==> src/rtl/kbd_pkg.sv <==
`default_nettype none
// ============================================================================
//  Module   : kbd_pkg
//  Purpose  : Shared definitions for the PS/2 set-2 to key-matrix translator:
//             parser state encoding, prefix / status byte values, the idle
//             matrix value and the scan-code to matrix-index table.
//  Ports    : none (package)
//  Revision : 1.0 - initial release
// ============================================================================
package kbd_pkg;

  // Parser states: what prefix bytes have been seen so far.
  typedef enum logic [2:0] {
    ST_IDLE    = 3'd0,  // waiting for a fresh sequence
    ST_EXT     = 3'd1,  // E0 seen
    ST_BRK     = 3'd2,  // F0 seen
    ST_EXT_BRK = 3'd3,  // E0 F0 seen
    ST_SKIP    = 3'd4   // discarding the tail of the Pause sequence
  } state_t;

  // Prefix and keyboard status bytes
  localparam logic [7:0] SC_EXT      = 8'hE0;
  localparam logic [7:0] SC_BRK      = 8'hF0;
  localparam logic [7:0] SC_PAUSE    = 8'hE1;
  localparam logic [7:0] SC_BAT_OK   = 8'hAA;
  localparam logic [7:0] SC_BAT_FAIL = 8'hFC;

  // Matrix with every key released (active-low key lines)
  localparam logic [63:0] KBMAT_IDLE = {64{1'b1}};

  // One keymap entry: 9-bit key {ext, code} and its row*8+col matrix index.
  typedef struct packed {
    logic [8:0] key;
    logic [5:0] idx;
  } keymap_entry_t;

  localparam int KEYMAP_N = 24;

  // Every key value in this table must be unique. Fake shifts (E0 12,
  // E0 59) are deliberately absent so they never reach the matrix.
  localparam keymap_entry_t KEYMAP [KEYMAP_N] = '{
    '{9'h01C, 6'd44},  // A
    '{9'h012, 6'd62},  // Left shift
    '{9'h059, 6'd61},  // Right shift
    '{9'h05A, 6'd6 },  // Enter
    '{9'h175, 6'd3 },  // Cursor up    (E0 75)
    '{9'h172, 6'd2 },  // Cursor down  (E0 72)
    '{9'h16B, 6'd8 },  // Cursor left  (E0 6B)
    '{9'h174, 6'd1 },  // Cursor right (E0 74)
    '{9'h029, 6'd5 },  // Space
    '{9'h014, 6'd23},  // Left control
    '{9'h076, 6'd58},  // Escape
    '{9'h00D, 6'd60},  // Tab
    '{9'h066, 6'd47},  // Backspace
    '{9'h032, 6'd54},  // B
    '{9'h01B, 6'd52},  // S
    '{9'h023, 6'd53},  // D
    '{9'h02B, 6'd45},  // F
    '{9'h075, 6'd12},  // Keypad 8 (same code as Up, without E0)
    '{9'h070, 6'd15},  // Keypad 0
    '{9'h016, 6'd57},  // 1
    '{9'h01E, 6'd56},  // 2
    '{9'h026, 6'd49},  // 3
    '{9'h015, 6'd59},  // Q
    '{9'h01D, 6'd51}   // W
  };

  // Bytes the keyboard sends after self-test or on an internal error.
  function automatic logic is_error_byte(input logic [7:0] b);
    return (b == SC_BAT_OK) || (b == SC_BAT_FAIL) ||
           (b == 8'h00)     || (b == 8'hFF);
  endfunction

endpackage : kbd_pkg
`default_nettype wire

==> src/rtl/kbd_keymap.sv <==
`default_nettype none
// ============================================================================
//  Module   : kbd_keymap
//  Purpose  : Combinational lookup of a 9-bit {ext, code} key into the
//             64-entry key matrix.
//  Ports    : key [8:0]  in  - {extended flag, scan code}
//             hit        out - key is present in the table
//             idx [5:0]  out - matrix index (row*8+col), 0 when hit=0
//  Revision : 1.0 - initial release
// ============================================================================
module kbd_keymap
  import kbd_pkg::*;
(
  input  logic [8:0] key,
  output logic       hit,
  output logic [5:0] idx
);

  logic [KEYMAP_N-1:0] match;

  // One comparator per table entry; table keys are unique so at most one
  // match bit is ever set.
  generate
    for (genvar i = 0; i < KEYMAP_N; i++) begin : g_entry
      assign match[i] = (KEYMAP[i].key == key);
    end
  endgenerate

  always_comb begin
    hit = |match;
    idx = 6'd0;
    for (int i = 0; i < KEYMAP_N; i++) begin
      if (match[i]) begin
        idx = KEYMAP[i].idx;
      end
    end
  end

endmodule : kbd_keymap
`default_nettype wire

==> src/rtl/kbd_matrix.sv <==
`default_nettype none
// ============================================================================
//  Module   : kbd_matrix
//  Purpose  : Turns the PS/2 set-2 byte stream into the 64-bit active-low key
//             matrix read by the gate array. Handles E0/F0 prefixes, skips
//             the Pause (E1) sequence and releases all keys on keyboard
//             self-test / error bytes.
//  Params   : CLEAR_ON_ERROR - 1: AA/FC/00/FF in IDLE release all keys
//             PAUSE_SKIP     - bytes discarded after an E1 prefix
//  Ports    : clk          in  - master clock
//             reset        in  - synchronous, active-high
//             scan_valid   in  - one-cycle strobe for a received byte
//             scan_code    in  - received byte [7:0]
//             kbmat        out - key matrix [63:0], 0 = pressed
//             key_event    out - one-cycle pulse when kbmat changes
//  Revision : 1.0 - initial release
// ============================================================================
module kbd_matrix
  import kbd_pkg::*;
#(
  parameter int CLEAR_ON_ERROR = 1,
  parameter int PAUSE_SKIP     = 7
) (
  input  logic        clk,
  input  logic        reset,
  input  logic        scan_valid,
  input  logic [7:0]  scan_code,
  output logic [63:0] kbmat,
  output logic        key_event
);

  localparam logic [7:0] SKIP_LOAD = 8'(PAUSE_SKIP);

  state_t      state;
  state_t      state_next;
  logic [7:0]  skip_cnt;
  logic [7:0]  skip_next;

  logic        is_make;
  logic        is_break;
  logic        do_clear;
  logic        lookup_ext;
  logic        hit;
  logic [5:0]  idx;
  logic [63:0] kbmat_next;

  // The extended flag of the lookup key comes straight from the state, so
  // the lookup never depends on the decode of the current byte.
  assign lookup_ext = (state == ST_EXT) || (state == ST_EXT_BRK);

  kbd_keymap u_keymap (
    .key (({lookup_ext, scan_code})),
    .hit (hit),
    .idx (idx)
  );

  // --------------------------------------------------------------------------
  // Parser state register
  // --------------------------------------------------------------------------
  always_ff @(posedge clk) begin
    if (reset) begin
      state    <= ST_IDLE;
      skip_cnt <= 8'd0;
    end else begin
      state    <= state_next;
      skip_cnt <= skip_next;
    end
  end

  // --------------------------------------------------------------------------
  // Parser next-state and decode
  // --------------------------------------------------------------------------
  always_comb begin
    state_next = state;
    skip_next  = skip_cnt;
    is_make    = 1'b0;
    is_break   = 1'b0;
    do_clear   = 1'b0;

    if (scan_valid) begin
      unique case (state)
        ST_IDLE: begin
          if (scan_code == SC_EXT) begin
            state_next = ST_EXT;
          end else if (scan_code == SC_BRK) begin
            state_next = ST_BRK;
          end else if (scan_code == SC_PAUSE) begin
            // A zero skip length means there is nothing to discard.
            state_next = (SKIP_LOAD != 8'd0) ? ST_SKIP : ST_IDLE;
            skip_next  = SKIP_LOAD;
          end else if ((CLEAR_ON_ERROR != 0) && is_error_byte(scan_code)) begin
            do_clear = 1'b1;
          end else begin
            is_make = 1'b1;
          end
        end

        ST_EXT: begin
          // A new prefix restarts decoding; F0 here completes E0 F0.
          if (scan_code == SC_BRK) begin
            state_next = ST_EXT_BRK;
          end else if (scan_code == SC_EXT) begin
            state_next = ST_EXT;
          end else if (scan_code == SC_PAUSE) begin
            state_next = (SKIP_LOAD != 8'd0) ? ST_SKIP : ST_IDLE;
            skip_next  = SKIP_LOAD;
          end else begin
            is_make    = 1'b1;
            state_next = ST_IDLE;
          end
        end

        ST_BRK, ST_EXT_BRK: begin
          if (scan_code == SC_EXT) begin
            state_next = ST_EXT;
          end else if (scan_code == SC_BRK) begin
            state_next = ST_BRK;
          end else if (scan_code == SC_PAUSE) begin
            state_next = (SKIP_LOAD != 8'd0) ? ST_SKIP : ST_IDLE;
            skip_next  = SKIP_LOAD;
          end else begin
            is_break   = 1'b1;
            state_next = ST_IDLE;
          end
        end

        ST_SKIP: begin
          if (skip_cnt <= 8'd1) begin
            skip_next  = 8'd0;
            state_next = ST_IDLE;
          end else begin
            skip_next  = skip_cnt - 8'd1;
          end
        end

        default: begin
          state_next = ST_IDLE;
          skip_next  = 8'd0;
        end
      endcase
    end
  end

  // --------------------------------------------------------------------------
  // Matrix update
  // --------------------------------------------------------------------------
  always_comb begin
    kbmat_next = kbmat;
    if (do_clear) begin
      kbmat_next = KBMAT_IDLE;
    end else if (hit && is_make) begin
      kbmat_next[idx] = 1'b0;
    end else if (hit && is_break) begin
      kbmat_next[idx] = 1'b1;
    end
  end

  // key_event is registered alongside kbmat so it marks exactly the first
  // cycle of the new value; typematic repeats leave kbmat_next == kbmat.
  always_ff @(posedge clk) begin
    if (reset) begin
      kbmat     <= KBMAT_IDLE;
      key_event <= 1'b0;
    end else begin
      kbmat     <= kbmat_next;
      key_event <= (kbmat_next != kbmat);
    end
  end

endmodule : kbd_matrix
`default_nettype wire

==> config.mk <==
export PLATFORM = sky130hd
export DESIGN_NAME = kbd_matrix
export DESIGN_NICKNAME = d
export VERILOG_FILES = /design/src/rtl/kbd_pkg.sv /design/src/rtl/kbd_keymap.sv /design/src/rtl/kbd_matrix.sv
export SDC_FILE = /design/constraint.sdc
export NUM_CORES = 1
export LEC_CHECK = 0
export ABC_AREA = 1
export ABC_CLOCK_PERIOD_IN_PS = 3200
export CORE_MARGIN = 5
export CORE_UTILIZATION = 45
export CTS_CLUSTER_SIZE = 16
export DETAILED_ROUTE_END_ITERATION = 8
export PLACE_DENSITY = 0.7
export SYNTH_ARGS = -nofsm -noshare
export SYNTH_HDL_FRONTEND = slang
export SYNTH_SLANG_ARGS = --single-unit
==> constraint.sdc <==
create_clock -name clk -period 3.2 [get_ports clk]
set_input_delay 0.32 -clock clk [delete_from_list [all_inputs] [get_ports clk]]
set_output_delay 0.32 -clock clk [all_outputs]
set_load 0.005 [all_outputs]
# == After elaboration in Yosys (flattened, before gate mapping) ==
# Index checks and enable logic that the tools add are counted.
# totals
wordCells,131
inputBits,11
regBits,76
# classes
n_bitwise,3
mux,65
reduce_logical,14
n_eq_ne,41
n_addsub,1
order_cmp,3
# ops
cell,n
64-bit two-way mux,3
6-bit two-way mux,24
"5-bit by 9-bit equality test with 1-bit output, first input constant",8
64-bit AND,1
64-bit != test,1
64-bit inverter,1
64-bit OR,1
"7-bit by 9-bit equality test with 1-bit output, first input constant",6
"8-bit equality test, second input constant",6
8-bit two-way mux,6
"6-bit by 9-bit equality test with 1-bit output, first input constant",5
"9-bit equality test, first input constant",4
3-bit two-way mux,9
8-bit one-hot mux with 3 select lines,1
24-bit OR reduction,1
1-bit two-way mux,19
3-bit one-hot mux with 4 select lines,1
"2-bit != test, second input constant",5
"4-bit by 9-bit equality test with 1-bit output, first input constant",1
"8-bit by 1-bit <= comparator with 1-bit output, second input constant",1
8-bit logical NOT,1
"8-bit by 1-bit subtractor with 8-bit output, second input constant",1
"6-bit by 7-bit less-than comparator with 1-bit output, second input constant",1
1-bit demux with 6-bit select,1
other kinds (13),19

# == Depth between registers and ports, before layout ==
# Gate-level depths: netlist of the first run.
# depth
word_depth,36
ltp_mapped,25
ltp_nobuf,23

# == Hierarchy ==
# Synthesis of the first run repeated with hierarchy kept, for this count alone.
# unflattened
hier_cells,1187
hier_area_um2,6387.4
# by_module_without_submodules
module,seq_area_each_um2,area_each_um2,cells_each,instances
kbd_matrix,1521.5,5840.6,1060,1
kbd_keymap,0.0,546.8,127,1

# == Least setup slack after synthesis of the first run ==
# Ideal clock, no wire load.
# synth_timing
kind,register to register
start,register state[2]
end,register key_event
path_buffers,3
setup_ns,0.112
path_slack_ns,0.938
arrival_time_ns,2.150
path_stages_with_launch,24
path_cell_list,dfxtp_1 > inv_2 > nand2_2 > buf_6 > buf_6 > nand3_2 > nand2_1 > nor2_1 > nand2_1 > nor2_1 > nand2_4 > buf_4 > nand3_1 > nand2_1 > nand2_1 > nand2_1 > nand2_1 > nand2_1 > nor2_1 > nand2_1 > nor2_1 > nand3_1 > nor2_1 > nor2_1
# synth_between
elab_chain_len,36
word_cells_on_any_way,75
classes_between,order compare: 2; eq/ne: 28; mux: 35; bitwise: 3; reduce/logical: 7
# synth_lines
element,line,text
"start, declared",kbd_matrix.sv:34,state_t state;
"start signal, assigned",kbd_matrix.sv:65,state <= state_next;
3-bit by 1-bit equality test with 1-bit output or 3-bit by 2-bit equality test with 1-bit output (tied branches),"kbd_matrix.sv:49, kbd_matrix.sv:81",
1-bit logical OR,kbd_matrix.sv:49,assign lookup_ext = (state == ST_EXT) || (state == ST_EXT_BRK);
5-bit by 9-bit equality test with 1-bit output,kbd_keymap.sv:25,assign match[i] = (KEYMAP[i].key == key);
6-bit two-way mux (24 in series),kbd_keymap.sv:33,if (match[i]) begin
6-bit by 7-bit less-than comparator with 1-bit output (not written as such) or 6-bit by 1-bit greater-or-equal comparator with 1-bit output (tied branches),"kbd_matrix.sv:152, kbd_matrix.sv:154",
1-bit logical AND (not written as such),"kbd_matrix.sv:152, kbd_matrix.sv:154",
1-bit two-way mux (not written as such),"kbd_matrix.sv:152, kbd_matrix.sv:154",
1-bit demux with 6-bit select,"kbd_matrix.sv:152, kbd_matrix.sv:154",
64-bit OR (no line) or 64-bit inverter (tied branches),-,
64-bit two-way mux or 64-bit AND (tied branches),-,
64-bit two-way mux,kbd_matrix.sv:151,end else if (hit && is_make) begin
64-bit two-way mux *,kbd_matrix.sv:149,if (do_clear) begin
64-bit != test *,kbd_matrix.sv:166,key_event <= (kbmat_next != kbmat);
"end signal, assigned",kbd_matrix.sv:166,
"end, declared",kbd_matrix.sv:29,output logic key_event
# Every way passes the cells marked *; elsewhere a longest branch is shown, timed or not.
# A chain may end at the register's enable or synchronous reset.

# == Final worst setup path of the first run ==
# layout_timing
start,input scan_code[1]
end,register key_event
# layout_between
elab_chain_len,34
word_cells_on_any_way,92
classes_between,order compare: 2; eq/ne: 31; mux: 48; bitwise: 3; reduce/logical: 8
# layout_lines
element,line,text
"start, declared",kbd_matrix.sv:27,"input logic [7:0] scan_code,"
5-bit by 9-bit equality test with 1-bit output,kbd_keymap.sv:25,
6-bit two-way mux (24 in series),kbd_keymap.sv:33,
6-bit by 7-bit less-than comparator with 1-bit output (not written as such) or 6-bit by 1-bit greater-or-equal comparator with 1-bit output (tied branches),"kbd_matrix.sv:152, kbd_matrix.sv:154",
1-bit logical AND (not written as such),"kbd_matrix.sv:152, kbd_matrix.sv:154",
1-bit two-way mux (not written as such),"kbd_matrix.sv:152, kbd_matrix.sv:154",
1-bit demux with 6-bit select,"kbd_matrix.sv:152, kbd_matrix.sv:154",
64-bit OR (no line) or 64-bit inverter (tied branches),-,
64-bit two-way mux or 64-bit AND (tied branches),-,
64-bit two-way mux,kbd_matrix.sv:151,
64-bit two-way mux *,kbd_matrix.sv:149,
64-bit != test *,kbd_matrix.sv:166,
# Marks and branches as above.

==> run_summary.xml, run 1 <==
<?xml version="1.0" encoding="UTF-8"?>
<metrics>
  <group name="status">
    <metric name="outcome" unit="">finished, final reports clean</metric>
  </group>
  <group name="critical_path">
    <metric name="worst-path-max-fanout" unit="">8</metric>
    <metric name="setup.reg_to_reg.worst_slack" unit="ns">0.37</metric>
    <metric name="timing.rr.end" unit="">key_event</metric>
    <metric name="startpoint_type" unit="">primary input</metric>
    <metric name="arrival" unit="ns">3.16</metric>
    <metric name="critPathKind" unit="">primary input to flop</metric>
    <metric name="number_of_cells_on_the_worst_reg_to_reg_path" unit="">24</metric>
    <metric name="worstSetupEndpointType" unit="">flop</metric>
    <metric name="crit_required" unit="ns">3.43</metric>
    <metric name="startpoint_of_the_worst_register_to_register_path" unit="">state[2]</metric>
  </group>
  <group name="placement">
    <metric name="place_worst_setup_slack" unit="ns">-0.172</metric>
    <metric name="detailedPlacementHpwl" unit="mm">9.41</metric>
    <metric name="place_inst" unit="">947</metric>
    <metric name="numPortBuffers" unit="">75</metric>
    <metric name="gp_congestion" unit="">0.920</metric>
  </group>
  <group name="floorplanning">
    <metric name="die-height" unit="um">109</metric>
    <metric name="boundaryPins" unit="">76</metric>
    <metric name="die_w" unit="um">109</metric>
    <metric name="fp-row-count" unit="">36</metric>
    <metric name="die_area" unit="mm2">0.0119</metric>
    <metric name="design.core.area" unit="mm2">0.00968</metric>
    <metric name="floorplan.initialDensity" unit="%">45.5</metric>
  </group>
  <group name="clock_tree">
    <metric name="clock_tree.htree_level_count" unit="">3</metric>
    <metric name="cell_chosen_for_the_clock_root" unit="">sky130_fd_sc_hd__clkbuf_8</metric>
    <metric name="tritoncts.num_buffers" unit="">9</metric>
    <metric name="numClockSinks" unit="">76</metric>
    <metric name="clock_insertion_delay_worst_skew" unit="ns">0.35</metric>
    <metric name="cts_tree" unit="">done</metric>
    <metric name="clockBufferDepth" unit="">2</metric>
    <metric name="worst_setup_hold_path_clk_slew" unit="ns">0.09</metric>
    <metric name="postCtsSetupBuffers" unit="">0</metric>
  </group>
  <group name="synthesis">
    <metric name="asyncSetResetFlopFracSynth" unit="%">0</metric>
    <metric name="syn_inst" unit="">711</metric>
    <metric name="ys.warnings.count" unit="">0</metric>
    <metric name="ys_seq_elements" unit="">76</metric>
    <metric name="nets_in_the_synthesized_netlist" unit="">724</metric>
    <metric name="synth_cell_types" unit="">35</metric>
    <metric name="yosys_most_used_dff" unit="">sky130_fd_sc_hd__dfxtp_1</metric>
    <metric name="sequential_fraction_of_the_synthesis_area" unit="%">34.5</metric>
    <metric name="syn_area_per_cell" unit="um2">6.20</metric>
    <metric name="count_of_flip_flops_with_a_built_in_enable_after_synthesis" unit="">0</metric>
    <metric name="syn_area" unit="mm2">0.00441</metric>
  </group>
  <group name="drt">
    <metric name="drc_errors" unit="">0</metric>
    <metric name="route.detailed.wl_per_inst" unit="um">12.8</metric>
    <metric name="vias" unit="">4792</metric>
    <metric name="routed_via_density" unit="">4.98</metric>
    <metric name="drtAntennaViolNets" unit="">0</metric>
    <metric name="drt_pre_antenna_iters" unit="">5</metric>
    <metric name="detail_route.wirelength" unit="mm">12.3</metric>
    <metric name="initialDrtViolationCount" unit="">348</metric>
  </group>
  <group name="global_routing">
    <metric name="grt_max_degree" unit="">44</metric>
    <metric name="initial_antenna_violation_count" unit="">0</metric>
    <metric name="grt_pass1_wl" unit="mm">21.1</metric>
    <metric name="grt_util_all_layers" unit="%">22.0</metric>
    <metric name="grt_pass1_vias" unit="">4476</metric>
    <metric name="grt.overflow.total" unit="">0</metric>
  </group>
  <group name="finish">
    <metric name="nNetsFinal" unit="">838</metric>
    <metric name="synthToLayoutAreaGrowth" unit="%">34.1</metric>
    <metric name="register_area" unit="mm2">0.00152</metric>
    <metric name="final_layout_size_suffix_gt1_share" unit="%">12.5</metric>
    <metric name="layoutNonFillerInstCount" unit="">963</metric>
    <metric name="layout.filler_cells" unit="">914</metric>
    <metric name="combined_area_of_the_multi_input_logic_cells" unit="mm2">0.00239</metric>
    <metric name="antenna_cells" unit="">0</metric>
  </group>
  <group name="timing">
    <metric name="worst_clock_skew" unit="ns">0.00667</metric>
    <metric name="totalNegativeSetupSlack" unit="ns">0</metric>
    <metric name="timing.hold.ws" unit="ns">0.456</metric>
    <metric name="layout_worst_path_cycle_share" unit="%">91.6</metric>
    <metric name="timing_worst_slew_pin_value" unit="ns">0.968</metric>
    <metric name="period_minus_slack" unit="ns">2.93</metric>
    <metric name="slew_violations" unit="">0</metric>
    <metric name="worst_slew_margin_rel" unit="%">34.7</metric>
    <metric name="final_setup_violations" unit="">0</metric>
    <metric name="report.final.hold_viol_count" unit="">0</metric>
    <metric name="clock.fmax" unit="MHz">341</metric>
    <metric name="setup_ws" unit="ns">0.269</metric>
  </group>
  <group name="pwr">
    <metric name="worst_vdd_rail_ir_drop" unit="mV">0.222</metric>
    <metric name="powerDensity" unit="mW/mm2">420</metric>
    <metric name="total_leakage_power" unit="nW">3.19</metric>
  </group>
  <group name="min_path">
    <metric name="min_delay_worst_endpoint" unit="">skip_cnt[7]</metric>
    <metric name="hold_crit_depth" unit="">1</metric>
    <metric name="hold_path_class" unit="">flop to flop</metric>
    <metric name="hold_path_startpoint" unit="">skip_cnt[7]</metric>
  </group>
  <group name="job">
    <metric name="maxCapViolations" unit="">0</metric>
  </group>
</metrics>
## placed cells by master, fill, tap and decap left out, types with 3 or more instances in the layout
| cell | synthesis | layout |
|---|---|---|
| sky130_fd_sc_hd__o21ai_1 | 12 | 12 |
| sky130_fd_sc_hd__inv_1 | 101 | 99 |
| sky130_fd_sc_hd__nand3_1 | 109 | 106 |
| sky130_fd_sc_hd__nand4_1 | 24 | 24 |
| sky130_fd_sc_hd__dfxtp_1 | 76 | 75 |
| sky130_fd_sc_hd__nand2_2 | 3 | 3 |
| sky130_fd_sc_hd__a21oi_1 | 5 | 5 |
| sky130_fd_sc_hd__nand3_2 | 2 | 4 |
| sky130_fd_sc_hd__nor2_2 | 2 | 8 |
| sky130_fd_sc_hd__nor2_1 | 90 | 83 |
| sky130_fd_sc_hd__nor3_1 | 7 | 7 |
| sky130_fd_sc_hd__clkdlybuf4s50_1 | 0 | 70 |
| sky130_fd_sc_hd__dlymetal6s2s_1 | 0 | 5 |
| sky130_fd_sc_hd__nand3b_1 | 14 | 14 |
| sky130_fd_sc_hd__o41ai_1 | 3 | 3 |
| sky130_fd_sc_hd__nand2_1 | 187 | 186 |
| sky130_fd_sc_hd__a211oi_1 | 3 | 3 |
| sky130_fd_sc_hd__clkbuf_8 | 0 | 9 |
| sky130_fd_sc_hd__buf_4 | 1 | 56 |
| sky130_fd_sc_hd__o21ai_0 | 18 | 18 |
| sky130_fd_sc_hd__inv_2 | 5 | 7 |
## critical path, cell delays in order
cell                              delay (ns)
sky130_fd_sc_hd__clkdlybuf4s50_1        0.55
sky130_fd_sc_hd__inv_2                  0.08
sky130_fd_sc_hd__nand2_1                0.17
sky130_fd_sc_hd__nor2_1                 0.08
sky130_fd_sc_hd__nand3_1                0.15
sky130_fd_sc_hd__nand2_1                0.07
sky130_fd_sc_hd__nor2_1                 0.11
sky130_fd_sc_hd__nand2_1                0.09
sky130_fd_sc_hd__nor2_2                 0.13
sky130_fd_sc_hd__nand2_4                0.11
sky130_fd_sc_hd__nand3_2                0.12
sky130_fd_sc_hd__inv_2                  0.08
sky130_fd_sc_hd__buf_12                 0.14
sky130_fd_sc_hd__nand2_1                0.05
sky130_fd_sc_hd__nand2_1                0.06
sky130_fd_sc_hd__buf_4                  0.14
sky130_fd_sc_hd__nand3_1                0.05
sky130_fd_sc_hd__nand2_1                0.05
sky130_fd_sc_hd__nor2_1                 0.11
sky130_fd_sc_hd__nand2_1                0.08
sky130_fd_sc_hd__nor2_1                 0.13
sky130_fd_sc_hd__nand3_2                0.13
sky130_fd_sc_hd__nor2_2                 0.11
sky130_fd_sc_hd__nor2_1                 0.04
## per-stage QoR
stage / area, um2 / total power, W / utilization [%]
after CTS: 5840 / 0.00247 / 60.3
after global routing: 5910 / 0.00263 / 61.0
after global placement: 5640 / 0.00171 / 58.3
after detailed placement: 5640 / 0.00171 / 58.3
final: 5910 / 0.00248 / 61.0
after floorplan: 4410 / 0.00152 / -
## timing repair
action                                  CTS  global route
gates resized for setup                   0            21
hold buffers                              0             0
endpoints found under the setup margin    0             1
hold endpoints to repair                  0             0
## registers in the layout, summed over array words and instances (netlist names)
register	flops
state	3
kbmat	64
skip_cnt	8
key_event	1
## layout make-up
| type | count | share of cell area [%] |
|---|---|---|
| clock buffers | 10 | 2.16 |
| clock inverters | 6 | 1.23 |
| inverters | 106 | 6.73 |
| multi-input cells | 498 | 40.4 |
| flip-flops and latches | 76 | 25.8 |
| well taps | 133 | 2.82 |
| repair buffers | 134 | 20.9 |
## Yosys cell counts, types with 3 or more instances
| master | n | area, um2 |
|---|---|---|
| sky130_fd_sc_hd__nand3b_1 | 14 | 105 |
| sky130_fd_sc_hd__inv_1 | 101 | 379 |
| sky130_fd_sc_hd__buf_1 | 5 | 18.8 |
| sky130_fd_sc_hd__nand2_2 | 3 | 18.8 |
| sky130_fd_sc_hd__o21ai_1 | 12 | 60.1 |
| sky130_fd_sc_hd__nor2_1 | 90 | 338 |
| sky130_fd_sc_hd__buf_6 | 5 | 56.3 |
| sky130_fd_sc_hd__a211oi_1 | 3 | 22.5 |
| sky130_fd_sc_hd__nor3_1 | 7 | 35.0 |
| sky130_fd_sc_hd__clkbuf_1 | 16 | 60.1 |
| sky130_fd_sc_hd__buf_2 | 4 | 20.0 |
| sky130_fd_sc_hd__dfxtp_1 | 76 | 1520 |
| sky130_fd_sc_hd__inv_2 | 5 | 18.8 |
| sky130_fd_sc_hd__a21oi_1 | 5 | 25.0 |
| sky130_fd_sc_hd__o41ai_1 | 3 | 26.3 |
| sky130_fd_sc_hd__nand2_1 | 187 | 702 |
| sky130_fd_sc_hd__nand3_1 | 109 | 546 |
| sky130_fd_sc_hd__o21ai_0 | 18 | 90.1 |
| sky130_fd_sc_hd__nand4_1 | 24 | 150 |
## where the power goes
group,switching [W],internal (W)
Combinational,0.000431,0.000241
Sequential,0.0000599,0.000997
Clock,0.000385,0.000369
Total,0.000876,0.00161
## logic make-up after synthesis
kind of cell | count (synthesis) | synth area share, %
simple gates | 444 | 45.0
compound gates | 49 | 6.56
buf+inv | 137 | 12.7
flops | 76 | 34.5
xor+xnor | 3 | 0.596
fa+ha+maj | 2 | 0.568
## worst max-delay path by stage
stage / startpoint / endpoint / slack, ns / cells after the start
2_1_floorplan: state[2] / key_event / 0.94 / 23
3_3_place_gp: scan_code[7] / key_event / -0.14 / 24
3_5_place_dp: scan_code[6] / key_event / -0.17 / 23
4_1_cts: state[2] / key_event / 0.17 / 23
5_1_grt: scan_code[1] / key_event / -0.02 / 24
6_report: scan_code[1] / key_event / 0.27 / 24
## metal layers
metal  up-vias  GRT usage, %  wire length [um]
met2       111          36.2              5780
met4         0          6.85               239
li1       2503             -                 -
met5         -             0                 0
met1      2158          29.1              5740
met3        20          4.14               560
Power figures use the tool's default switching activity.
==> run 2, diff against run 1 <==
--- a/config.mk
+++ b/config.mk
@@ -11,7 +11,7 @@
 export CORE_UTILIZATION = 45
 export CTS_CLUSTER_SIZE = 16
 export DETAILED_ROUTE_END_ITERATION = 8
-export PLACE_DENSITY = 0.7
+export PLACE_DENSITY = 0.67
 export SYNTH_ARGS = -nofsm -noshare
 export SYNTH_HDL_FRONTEND = slang
 export SYNTH_SLANG_ARGS = --single-unit
==> run_summary.xml, run 2 (synthesis results as in run 1) <==
<?xml version="1.0" encoding="UTF-8"?>
<metrics>
  <group name="pwr">
    <metric name="total_power" unit="W">0.00258</metric>
    <metric name="total_leakage_power" unit="nW">3.18</metric>
    <metric name="worst_vdd_rail_ir_drop" unit="mV">0.196</metric>
    <metric name="powerDensity" unit="mW/mm2">439</metric>
  </group>
  <group name="placement">
    <metric name="gp_congestion" unit="">0.924</metric>
    <metric name="detailedPlacementHpwl" unit="mm">9.72</metric>
    <metric name="placement.cell_area" unit="mm2">0.00563</metric>
    <metric name="numPortBuffers" unit="">75</metric>
  </group>
  <group name="critical_path">
    <metric name="crit_required" unit="ns">3.44</metric>
    <metric name="worstSetupStartpoint" unit="">scan_code[6]</metric>
    <metric name="critPathKind" unit="">primary input to flop</metric>
    <metric name="startpoint_of_the_worst_register_to_register_path" unit="">state[2]</metric>
    <metric name="worst-path-max-fanout" unit="">16</metric>
    <metric name="startpoint_type" unit="">primary input</metric>
    <metric name="worstSetupEndpointType" unit="">flop</metric>
    <metric name="arrival" unit="ns">3.16</metric>
  </group>
  <group name="global_routing">
    <metric name="grt_max_degree" unit="">59</metric>
    <metric name="initial_antenna_violation_count" unit="">0</metric>
    <metric name="grt_pass1_vias" unit="">4551</metric>
    <metric name="grt_util_all_layers" unit="%">22.3</metric>
    <metric name="grt.overflow.total" unit="">0</metric>
    <metric name="grt_pass1_wl" unit="mm">21.3</metric>
  </group>
  <group name="drt">
    <metric name="detail_route.wirelength" unit="mm">12.9</metric>
    <metric name="met3RoutedLength" unit="um">683</metric>
    <metric name="highest-signal-layer" unit="">met4</metric>
    <metric name="initialDrtViolationCount" unit="">439</metric>
    <metric name="routed_via_density" unit="">5.09</metric>
    <metric name="met1_length" unit="mm">5.84</metric>
    <metric name="drc_errors" unit="">0</metric>
    <metric name="drtAntennaViolNets" unit="">0</metric>
    <metric name="drt_pre_antenna_iters" unit="">5</metric>
    <metric name="metal2_wl" unit="mm">6.12</metric>
    <metric name="vias" unit="">4884</metric>
    <metric name="route.detailed.wl_per_inst" unit="um">13.4</metric>
  </group>
  <group name="clock_tree">
    <metric name="cell_chosen_for_the_clock_root" unit="">sky130_fd_sc_hd__clkbuf_8</metric>
    <metric name="clockBufferDepth" unit="">2</metric>
    <metric name="tritoncts.num_buffers" unit="">9</metric>
    <metric name="clock_insertion_delay_worst_skew" unit="ns">0.35</metric>
    <metric name="cts_tree" unit="">done</metric>
    <metric name="clock_tree.htree_level_count" unit="">3</metric>
    <metric name="cts_hold_buf" unit="">0</metric>
    <metric name="worst_setup_hold_path_clk_slew" unit="ns">0.09</metric>
    <metric name="numClockSinks" unit="">76</metric>
  </group>
  <group name="status">
    <metric name="outcome" unit="">finished, final reports clean</metric>
  </group>
  <group name="finish">
    <metric name="antenna_cells" unit="">0</metric>
    <metric name="final_common_cell" unit="">sky130_fd_sc_hd__nand2_1</metric>
    <metric name="final_cell_mix" unit="">187 x sky130_fd_sc_hd__nand2_1, 107 x sky130_fd_sc_hd__nand3_1, 100 x sky130_fd_sc_hd__inv_1</metric>
    <metric name="layout_top_registers" unit="">kbmat (64), skip_cnt (8), state (3)</metric>
    <metric name="synthToLayoutAreaGrowth" unit="%">33.6</metric>
    <metric name="registers.top_by_ff_count" unit="">kbmat</metric>
    <metric name="layout.cell_area.non_filler" unit="mm2">0.00589</metric>
    <metric name="layout.filler_cells" unit="">927</metric>
    <metric name="final_layout_size_suffix_gt1_share" unit="%">11.5</metric>
    <metric name="largest_register_ffs" unit="">64</metric>
    <metric name="nNetsFinal" unit="">835</metric>
  </group>
  <group name="timing">
    <metric name="period_minus_slack" unit="ns">2.93</metric>
    <metric name="setup_repair_after_global_routing_missed_its_margin" unit="">false</metric>
    <metric name="final_setup_violations" unit="">0</metric>
    <metric name="clock.fmax" unit="MHz">342</metric>
    <metric name="slew_violations" unit="">0</metric>
    <metric name="report.final.hold_viol_count" unit="">0</metric>
    <metric name="timing.hold.ws" unit="ns">0.453</metric>
    <metric name="timing_worst_slew_pin_value" unit="ns">1.02</metric>
    <metric name="worst_slew_margin_rel" unit="%">31.3</metric>
    <metric name="layout_worst_path_cycle_share" unit="%">91.5</metric>
    <metric name="worst_clock_skew" unit="ns">0.00900</metric>
  </group>
  <group name="floorplanning">
    <metric name="die-height" unit="um">109</metric>
    <metric name="fp-row-count" unit="">36</metric>
    <metric name="die_w" unit="um">109</metric>
    <metric name="boundaryPins" unit="">76</metric>
    <metric name="floorplan.initialDensity" unit="%">45.5</metric>
    <metric name="design.core.area" unit="mm2">0.00968</metric>
    <metric name="die_area" unit="mm2">0.0119</metric>
  </group>
  <group name="min_path">
    <metric name="hold_path_startpoint" unit="">skip_cnt[7]</metric>
    <metric name="hold_path_class" unit="">flop to flop</metric>
  </group>
  <group name="job">
    <metric name="maxCapViolations" unit="">0</metric>
  </group>
</metrics>
-- run 2: cell types whose count changed in the layout (fill, tap and decap cells not counted), moves of 3 or more --
cell,delta
sky130_fd_sc_hd__clkdlybuf4s50_1,+4
sky130_fd_sc_hd__dlymetal6s2s_1,-4
sky130_fd_sc_hd__nor2_1,+3
sky130_fd_sc_hd__buf_4,-3
sky130_fd_sc_hd__nor2_2,-3
-- run 2: routing by layer --
metal  track usage (%)  vias up
met2              36.9      143
met1              29.4     2218
met3              4.03       28
met4              6.94        0
li1                  -     2495
met5                 0        -
-- run 2: cell type report --
cell class                 instances  area (um2)  area share (%)
clock inverter                     6        95.1            1.62
clock buffer                      10         128            2.17
inverter                         106         398            6.76
sequential                        76        1520            25.8
tap                              133         166            2.83
multi-input combinational        498        2370            40.2
timing repair buffer             131        1210            20.6
-- run 2: worst paths after layout --
check / endpoint / slack [ns] / cells after the start
worst max-delay path: key_event / 0.27 / 23
worst min-delay path: skip_cnt[7] / 0.45 / 1
worst max register to register: key_event / 0.31 / 23
worst min register to register: skip_cnt[7] / 0.45 / 1
-- run 2: per-stage QoR --
stage	instances	setup TNS, ns	setup WS, ns	utilization, %
after CTS	959	0	0.0540	60.4
after detailed placement	943	-0.316	-0.316	58.1
after global placement	943	-0.337	-0.337	58.1
after floorplan	711	0	0.938	-
final	960	0	0.272	60.8
after global routing	960	0	0.00364	60.8
-- run 2: power by group --
group | total, W | leakage (nW) | internal (W) | switching (W)
clock network | 0.000837 | 0.112 | 0.000450 | 0.000388
registers | 0.00105 | 0.616 | 0.000995 | 0.0000580
logic | 0.000695 | 2.45 | 0.000239 | 0.000455
-- run 2: what timing repair did --
action                     CTS  global route
gates resized for setup      1             8
pin swaps                    0             1
buffers inserted             0             1
cloned                       0             0
setup endpoints to repair    1             1
-- run 2: worst max-delay path: stages --
cell                              delay, ns
sky130_fd_sc_hd__clkdlybuf4s50_1       0.48
sky130_fd_sc_hd__nor2_2                0.32
sky130_fd_sc_hd__nand2_2               0.11
sky130_fd_sc_hd__nor2_4                0.13
sky130_fd_sc_hd__nand2_1               0.13
sky130_fd_sc_hd__nand2_1               0.09
sky130_fd_sc_hd__nor2_1                0.04
sky130_fd_sc_hd__nand2_1               0.07
sky130_fd_sc_hd__nor2_2                0.05
sky130_fd_sc_hd__nand2_4               0.08
sky130_fd_sc_hd__buf_4                 0.21
sky130_fd_sc_hd__nand3_1               0.09
sky130_fd_sc_hd__nand2_1               0.08
sky130_fd_sc_hd__nand2_1               0.08
sky130_fd_sc_hd__nand3_1               0.07
sky130_fd_sc_hd__nand2_1               0.09
sky130_fd_sc_hd__nor2_4                0.16
sky130_fd_sc_hd__buf_4                 0.13
sky130_fd_sc_hd__nand3_1               0.06
sky130_fd_sc_hd__nor2_1                0.11
sky130_fd_sc_hd__nand3_1               0.11
sky130_fd_sc_hd__nor2_1                0.10
sky130_fd_sc_hd__nor2_1                0.04
